**config.mk**
```make
export PLATFORM = sky130hd
export DESIGN_NAME = ddr_addr_gen_2d
export DESIGN_NICKNAME = d
export VERILOG_FILES = /design/src/rtl/global_param_pkg.sv /design/src/rtl/ddr_addr_gen_2d.sv
export SDC_FILE = /design/constraint.sdc
export NUM_CORES = 1
export LEC_CHECK = 0
export CORE_UTILIZATION = 55
export CTS_CLUSTER_SIZE = 8
export DETAILED_ROUTE_END_ITERATION = 10
export DONT_BUFFER_PORTS = 1
export MAX_ROUTING_LAYER = met4
export PLACE_DENSITY_LB_ADDON = 0.3
export SLEW_MARGIN = 5
export SYNTH_ARGS = -nofsm -noshare
export SYNTH_HDL_FRONTEND = slang
export SYNTH_SLANG_ARGS = --single-unit
```
**constraint.sdc**
```tcl
create_clock -name clk -period 5.3 [get_ports clk]
set_input_delay 0.53 -clock clk [delete_from_list [all_inputs] [get_ports clk]]
set_output_delay 0.53 -clock clk [all_outputs]
set_load 0.005 [all_outputs]
```
**src/rtl/global_param_pkg.sv**
```systemverilog
// Parameters and types shared by the DDR address generators.
// The FSM state enum and the default port widths live here.
package global_param_pkg;
    localparam int DDR_ADDR_W_DEF = 32;
    localparam int BURST_W_DEF    = 8;
    localparam int LINE_W_DEF     = 8;

    typedef enum logic [1:0] {
        ST_IDLE  = 2'd0,
        ST_ISSUE = 2'd1,
        ST_DONE  = 2'd2
    } gen_state_e;
endpackage

```
**src/rtl/ddr_addr_gen_2d.sv**
```systemverilog
// 2-D DDR burst address generator: line_num lines of burst_num bursts each,
// issued over a valid/ready channel. Addresses are accumulated, not multiplied.
module ddr_addr_gen_2d
    import global_param_pkg::*;
#(
    parameter int DDR_ADDR_W = DDR_ADDR_W_DEF,
    parameter int BURST_W    = BURST_W_DEF,
    parameter int LINE_W     = LINE_W_DEF
) (
    input  logic                  clk,
    input  logic                  rst,
    input  logic                  start,
    output logic                  done,
    output logic                  busy,
    input  logic [DDR_ADDR_W-1:0] st_addr,
    input  logic [BURST_W-1:0]    burst,
    input  logic [DDR_ADDR_W-1:0] step,
    input  logic [BURST_W-1:0]    burst_num,
    input  logic [DDR_ADDR_W-1:0] line_step,
    input  logic [LINE_W-1:0]     line_num,
    output logic [DDR_ADDR_W-1:0] ddr_addr,
    output logic [BURST_W-1:0]    ddr_size,
    output logic                  ddr_addr_valid,
    input  logic                  ddr_addr_ready
);
    gen_state_e            state_q, state_d;
    logic [DDR_ADDR_W-1:0] addr_q, addr_d;
    logic [DDR_ADDR_W-1:0] base_q, base_d;
    logic [DDR_ADDR_W-1:0] step_q, step_d;
    logic [DDR_ADDR_W-1:0] lstep_q, lstep_d;
    logic [BURST_W-1:0]    size_q, size_d;
    logic [BURST_W-1:0]    bnum_q, bnum_d;
    logic [BURST_W-1:0]    bcnt_q, bcnt_d;
    logic [LINE_W-1:0]     lnum_q, lnum_d;
    logic [LINE_W-1:0]     lcnt_q, lcnt_d;
    logic                  last_b, last_l;

    assign last_b = (bcnt_q == bnum_q - BURST_W'(1));
    assign last_l = (lcnt_q == lnum_q - LINE_W'(1));

    always_comb begin
        state_d = state_q;
        addr_d  = addr_q;
        base_d  = base_q;
        step_d  = step_q;
        lstep_d = lstep_q;
        size_d  = size_q;
        bnum_d  = bnum_q;
        bcnt_d  = bcnt_q;
        lnum_d  = lnum_q;
        lcnt_d  = lcnt_q;
        case (state_q)
            ST_IDLE: begin
                if (start) begin
                    addr_d  = st_addr;
                    base_d  = st_addr;
                    step_d  = step;
                    lstep_d = line_step;
                    size_d  = burst;
                    bnum_d  = burst_num;
                    lnum_d  = line_num;
                    bcnt_d  = '0;
                    lcnt_d  = '0;
                    // Empty jobs skip straight to the completion pulse
                    state_d = (burst_num == '0 || line_num == '0) ? ST_DONE : ST_ISSUE;
                end
            end
            ST_ISSUE: begin
                if (ddr_addr_ready) begin
                    if (last_b) begin
                        bcnt_d = '0;
                        if (last_l) begin
                            state_d = ST_DONE;
                        end else begin
                            lcnt_d = lcnt_q + LINE_W'(1);
                            base_d = base_q + lstep_q;
                            addr_d = base_q + lstep_q;
                        end
                    end else begin
                        bcnt_d = bcnt_q + BURST_W'(1);
                        addr_d = addr_q + step_q;
                    end
                end
            end
            ST_DONE: state_d = ST_IDLE;
            default: state_d = ST_IDLE;
        endcase
    end

    always_ff @(posedge clk) begin
        if (!rst) begin
            state_q <= ST_IDLE;
            addr_q  <= '0;
            base_q  <= '0;
            step_q  <= '0;
            lstep_q <= '0;
            size_q  <= '0;
            bnum_q  <= '0;
            bcnt_q  <= '0;
            lnum_q  <= '0;
            lcnt_q  <= '0;
        end else begin
            state_q <= state_d;
            addr_q  <= addr_d;
            base_q  <= base_d;
            step_q  <= step_d;
            lstep_q <= lstep_d;
            size_q  <= size_d;
            bnum_q  <= bnum_d;
            bcnt_q  <= bcnt_d;
            lnum_q  <= lnum_d;
            lcnt_q  <= lcnt_d;
        end
    end

    assign ddr_addr       = addr_q;
    assign ddr_size       = size_q;
    assign ddr_addr_valid = (state_q == ST_ISSUE);
    assign busy           = (state_q != ST_IDLE);
    assign done           = (state_q == ST_DONE);
endmodule
```
==> metrics.md, run 1 <==
| Metric | Value |
|---|---|
| Clk sinks | 170 |
| GRT Total Usage | 30.2% |
| Worst hold path type | input pin to register |
| Final hold violation count | 0 |
| Count of state elements after synthesis | 170 |
| Power density cells | 336 mW/mm² |
| VDD IR max | 0.000258 V |
| Setup TNS | 0 ns |
| Worst skew pair latency | between 0.4 and 0.5 ns |
| Total gr overflow | 0 |
| Placer Congestion | 0.918 |
| Antenna-violating nets left | 0 |
| Wire length per cell | about 18 µm |
| CP startpoint kind | register |
| Vias in the first global route | 9323 |
| Routed WL | 28.5 mm |
| Met3 Usage GRT | 9.16% |
| Post-synthesis instance area | 0.0105 mm² |
| Mapped Cells | 1371 |
| Post-cts resize count | 0 |
| Static Leak | 0.00461 µW |
| Fin crit period | 3.47 ns |
| Post-CTS setup buffer count | 0 |
| Largest net degree at the start of global routing | 67 |
| Unique masters post-synth | 78 |
| Clock Skew | 0.00977 ns |
| Vias post-DR | 9605 |
| Crit Path Category | register to register |
| # DRC | 0 |
| Post-synth EDFFs | 0 |
| Max Cap Viol | 0 |
| DRT iter0 DRCs | 562 |
| Syn Area/Cell | about 7.6 µm² |
| Yosys warns | 0 |
| First drt pass iteration count | 5 |
| CP max FO | 24 |
| Gr busiest metal | met2 |
| Number of buffers created by CTS | 17 |
| Layout cell share with drive strength beyond 1 | 4.19% |
| Global-route wire length before repair | 45.6 mm |
| FILL cells | roughly 1800 |
| Reg2reg setup slack | 1.83 ns |
| Post-DP HPWL | 21.4 mm |
| Crit. End Element | register |
| Primary FF master, synth | dfxtp_1 |
| CTS tree | built |
| Starting density of the core | 56.0% |
| Met1 GRT Util | 32.5% |
| Input/output buffers | 0 |
| Die width | around 140 µm |
| Status | complete, no violations |
| Rows | 50 |
| Worst EP arrival | between 3 and 4 ns |
| Worst slew pin tran | between 1 and 1.5 ns |
| Die area | 0.0196 mm² |
| Core area | 0.0187 mm² |
| # IOs | 167 |
| Tot Pwr | 3740 µW |
| Mapped Nets | around 1600 |
| Count of final setup violators | 0 |
| DR vias/cell | roughly 6.1 |
| Headroom to the max-slew limit | a little over a quarter |
| Area growth from synthesis to layout | 6.39% |
| Antenna violations before repair | 1 |
| # hold bufs at CTS | 0 |
| Register area share after synthesis | roughly 33% |
| CTS max path bufs | 2 |
| RSZ-0062 raised after global routing | false |
| Async set-reset flop share out of synthesis | 0% |
| Max-slew violation count | 0 |
| Worst-path clk slew | 0.07 ns |
| Die H | 140 µm |
| H-tree Lvls | 4 |
| Peak Freq | 288 MHz |
| Final-stage net count | about 1500 |
| Met2 usage | 51.4% |
| Final Cycle Share | 65.5% |
| Root Buffer | clkbuf_16 |
| CP required | 5.64 ns |
-- critical path, cell delays in order (launching register included) --
cell,delay [ns]
dfxtp_1,0.43
inv_1,0.07
ha_1,0.26
a31o_2,0.24
a2111oi_4,0.37
o2111a_2,0.52
nand2_2,0.14
o21ai_2,0.78
or3_1,0.20
o21ai_0,0.08
a311oi_1,0.26
-- final timing paths --
| kind | from | endpoint | cells past startpoint |
|---|---|---|---|
| worst min register to register | step_q[9] | step_q[9] | 2 |
| worst min-delay path | line_num[5] | lnum_q[5] | 2 |
| worst max-delay path | bnum_q[0] | ddr_addr[26] | 10 |
| worst max register to register | bnum_q[0] | ddr_addr[26] | 10 |
-- cells in the mapped netlist, drive strengths merged (8+ instances only) --
library cell	number	area share (%)
o31ai	8	0.57
nand3	32	1.5
dfxtp	170	33
a21o	24	1.7
and3	12	0.72
o21a	10	0.73
a31oi	16	0.96
nand2b	9	0.54
nand2	287	10
a21oi	173	8.3
buf	17	0.85
mux2i	18	1.7
nand4	16	0.96
o211ai	17	1.2
xnor2	41	3.4
o21ai	72	3.5
inv	18	0.65
nor2	102	3.7
nor3	19	0.91
clkbuf	58	2.1
ha	66	7.9
a211oi	19	1.4
a311oi	10	0.84
xor2	44	3.8
-- logic make-up (layout without fill, tap and decap cells) --
group,after synthesis,after routing,share of synthesized area (%)
mux,18,18,1.72
compound gates,413,413,25.0
xor+xnor,85,85,7.18
simple gates,523,523,21.8
other cells,0,1,0
fa+ha+maj,68,68,8.27
buf+inv,94,59,3.61
flops,170,170,32.5
-- routing by layer --
metal  wire length [µm]  part of all wire [%]
met1              11500                    40
met2              13800                    48
met3               2260                   7.9
met4                947                   3.3
met5                  0                     0
-- layout make-up --
class                      count  area (µm²)  share of cell area (%)
clock buffer                  19         443                    3.98
multi-input combinational   1107        6690                    60.1
sequential                   170        3400                    30.6
inverter                      19        73.8                   0.663
tap                          234         293                    2.63
timing repair buffer           8        60.1                   0.539
clock inverter                13         169                    1.52
antenna                        1        2.50                  0.0225
-- placed cells by master (no fill, tap or decap), types with 5 or more instances in the layout --
cell / n
nand4_1: 16
a31oi_1: 16
and3_1: 12
a221oi_1: 5
a211oi_1: 19
a311oi_1: 10
a21o_1: 24
and4_1: 5
mux2i_1: 18
o31ai_1: 8
nor2b_1: 6
o21ai_0: 68
a211o_1: 6
inv_1: 17
or3_1: 6
o211ai_1: 17
nor4_1: 7
nand2b_1: 8
nor3_1: 19
o21a_1: 9
nand3_1: 32
ha_1: 66
nand2_1: 285
dfxtp_1: 170
xnor2_1: 41
a21oi_1: 173
or4_1: 5
nor2_1: 102
buf_4: 8
and2_1: 6
xor2_1: 43
clkbuf_16: 17
-- sequential cells by signal, summed over array words and instances, names as in the netlist --
register and flops:
base_q 32, ddr_addr 32, lstep_q 32, step_q 32, bcnt_q 8, bnum_q 8, ddr_size 8, lcnt_q 8
lnum_q 8, state_q 2
-- stage by stage --
stage	utilization, %	setup slack [ns]	hold WS, ns	area (µm²)	std cells
6_report	59.5	1.83	0.223	11100	1571
5_1_grt	59.5	1.57	0.213	11100	1571
4_1_cts	59.5	1.86	0.211	11100	1570
3_5_place_dp	56.3	1.90	0.453	10500	1538
3_3_place_gp	56.3	1.99	0.450	10500	1538
2_1_floorplan	-	2.39	0.436	10500	1371
-- report_power, final --
group	total (µW)	switching, µW	leakage, µW	internal (µW)
sequential	1520	122	0.00140	1400
clock	1300	546	0.000286	757
combinational	920	580	0.00293	340
No activity file was read; power rests on OpenSTA's default activity.
==> inputs of run 2 (changes only) <==
==> constraint.sdc (replaced) <==
create_clock -name clk -period 3.3 [get_ports clk]
set_input_delay 0.33 -clock clk [delete_from_list [all_inputs] [get_ports clk]]
set_output_delay 0.33 -clock clk [all_outputs]
set_load 0.005 [all_outputs]
==> run 2 against run 1 <==
  * Design area is 1.4% higher
  * Clock skew is 0.0047 ns higher
  * Clock-buffer cell count is 2 lower
  * Combinational power is 65% higher
  * Sequential cell count stayed put
  * Clock power is 66% higher
  * Die area stayed put
  * Global-route usage is 0.44 points higher
  * Critical path type unchanged
  * Critical path depth is 1 higher
  * Power is 64% higher
  * Sequential share of layout area is 0.41 points lower
  * Largest power group unchanged
==> metrics.md, run 2 (synthesis gave the netlist of run 1 again) <==
| Metric | Value |
|---|---|
| Fin crit period | 3.16 ns |
| Max-slew violation count | 0 |
| Total gr overflow | 0 |
| Crit. End Element | register |
| Die area | 0.0196 mm² |
| Post-CTS setup buffer count | 0 |
| Met1 Wirelength | 11.6 mm |
| CTS max path bufs | 2 |
| Worst-path cell chain | ha_1, fa_2, a21o_1, a31o_2, a22o_1, o31ai_4, a21oi_2, or3_1, a31oi_2, xnor2_1, o2111a_1 |
| Final hold violation count | 0 |
| CP top delay family | compound AO/OA/AOI/OAI gates |
| Area growth from synthesis to layout | 7.84% |
| H-tree Lvls | 4 |
| First drt pass iteration count | 5 |
| CP max stage cell | or3_1 |
| Post-layout util | 60.4% |
| DR vias/cell | approximately 6.2 |
| Power density cells | 542 mW/mm² |
| Worst EP arrival | 3.48 ns |
| # hold bufs at CTS | 0 |
| Vias post-DR | around 9700 |
| Worst slew pin tran | 0.775 ns |
| Max Cap Viol | 0 |
| Global-route wire length before repair | 46.4 mm |
| WHS Endpoint | bnum_q[5] |
| Vias in the first global route | 9493 |
| Count of final setup violators | 0 |
| CP required | between 3 and 4 ns |
| RR Startpoint | ddr_addr[0] |
| Antenna violations before repair | 1 |
| Routed WL | ~29 mm |
| Peak Freq | 317 MHz |
| Post-DP HPWL | ~22 mm |
| Largest net degree at the start of global routing | 73 |
| Starting density of the core | 56.0% |
| Layout cell share with drive strength beyond 1 | 5.13% |
| Worst hold path type | input pin to register |
| # DRC | 0 |
| Post-cts resize count | 0 |
| Static Leak | 0.00469 µW |
| Die H | around 140 µm |
| Hold path cells | 2 |
| Setup TNS | 0 ns |
| Worst skew pair latency | 0.44 ns |
| VDD IR max | 0.000372 V |
| Final Cycle Share | between 90% and 100% |
| Number of buffers created by CTS | 17 |
| GRT Total Usage | between 30% and 40% |
| # IOs | 167 |
| CP max FO | 3 |
| Reg-to-Reg End | ddr_addr[28] |
| CTS tree | built |
| Root Buffer | clkbuf_16 |
| Reg2reg setup slack | 0.14 ns |
| Placer Congestion | 0.914 |
| RSZ-0062 raised after global routing | false |
| Hold Path Origin | burst_num[5] |
| CP startpoint kind | register |
| Status | complete, no violations |
| Highest routed layer | met4 |
| Input/output buffers | 0 |
| Most common cell after layout, fill and taps aside | nand2_1 |
| Met3 WL post-DR | 2.31 mm |
| CP max stage delay | approximately 0.41 ns |
| Critical Path Start | ddr_addr[0] |
| Wire length per cell | roughly 18 µm |
| Commonest cells after routing, fill and taps aside | 285 x nand2_1, 172 x a21oi_1, 170 x dfxtp_1 |
| Core area | 0.0187 mm² |
| R2r worst-path depth | 11 |
| Crit Path Category | register to register |
| Worst-path clk slew | 0.08 ns |
| Final-stage net count | about 1500 |
| Die width | 140 µm |
| Clk sinks | between 150 and 200 |
| Clock Skew | 0.0145 ns |
| DRT iter0 DRCs | 579 |
| Rows | 50 |
| Count of buffer and inverter cells on the critical path | 0 |
| Headroom to the max-slew limit | between 40% and 50% |
| Met2 wire len | 14.4 mm |
| Antenna-violating nets left | 0 |
## run 2: cell count changes in the layout (fill, tap and decap cells not counted), sizes merged
cell,before,now
clkinvlp,4,0
inv,19,28
clkbuf,19,17
clkinv,6,3
buf,8,16
## run 2: area by class of cell
type / instances / area, µm²
fill: 1701 / 7420
multi-input combinational: 1107 / 6720
sequential: 170 / 3400
clock buffer: 17 / 425
tap: 234 / 293
clock inverter: 15 / 201
timing repair buffer: 16 / 170
inverter: 19 / 73.8
antenna: 1 / 2.50
## run 2: worst max path at each step
stage                               to  depth (start not counted)
after floorplan           ddr_addr[28]                         11
after global placement    ddr_addr[28]                         11
after detailed placement  ddr_addr[28]                         11
after CTS                 ddr_addr[28]                         11
after global routing      ddr_addr[31]                         10
final                     ddr_addr[28]                         11
## run 2: through the flow
stage          worst slack, ns  instances  power, µW  area, µm²  hold slack [ns]
2_1_floorplan            0.387       1371       3590      10500            0.436
3_3_place_gp             0.166       1546       3940      10600            0.449
3_5_place_dp            0.0546       1546       3980      10600            0.453
4_1_cts                 0.0295       1578       6130      11300          0.00957
5_1_grt                 0.0354       1579       6420      11300           0.0110
6_report                 0.144       1579       6120      11300           0.0132
## run 2: layer usage
layer	global-route usage, %	vias up
met4	11.2	0
met2	53.7	328
li1	-	4839
met1	33.0	4507
met5	-	-
met3	8.72	69
## run 2: power by group
group          total [µW]  internal [µW]  switching [µW]  leakage, µW
Sequential           2430           2240             189      0.00140
Combinational        1520            572             953      0.00298
Clock                2160           1230             937     0.000311
Total                6120           4040            2080      0.00469
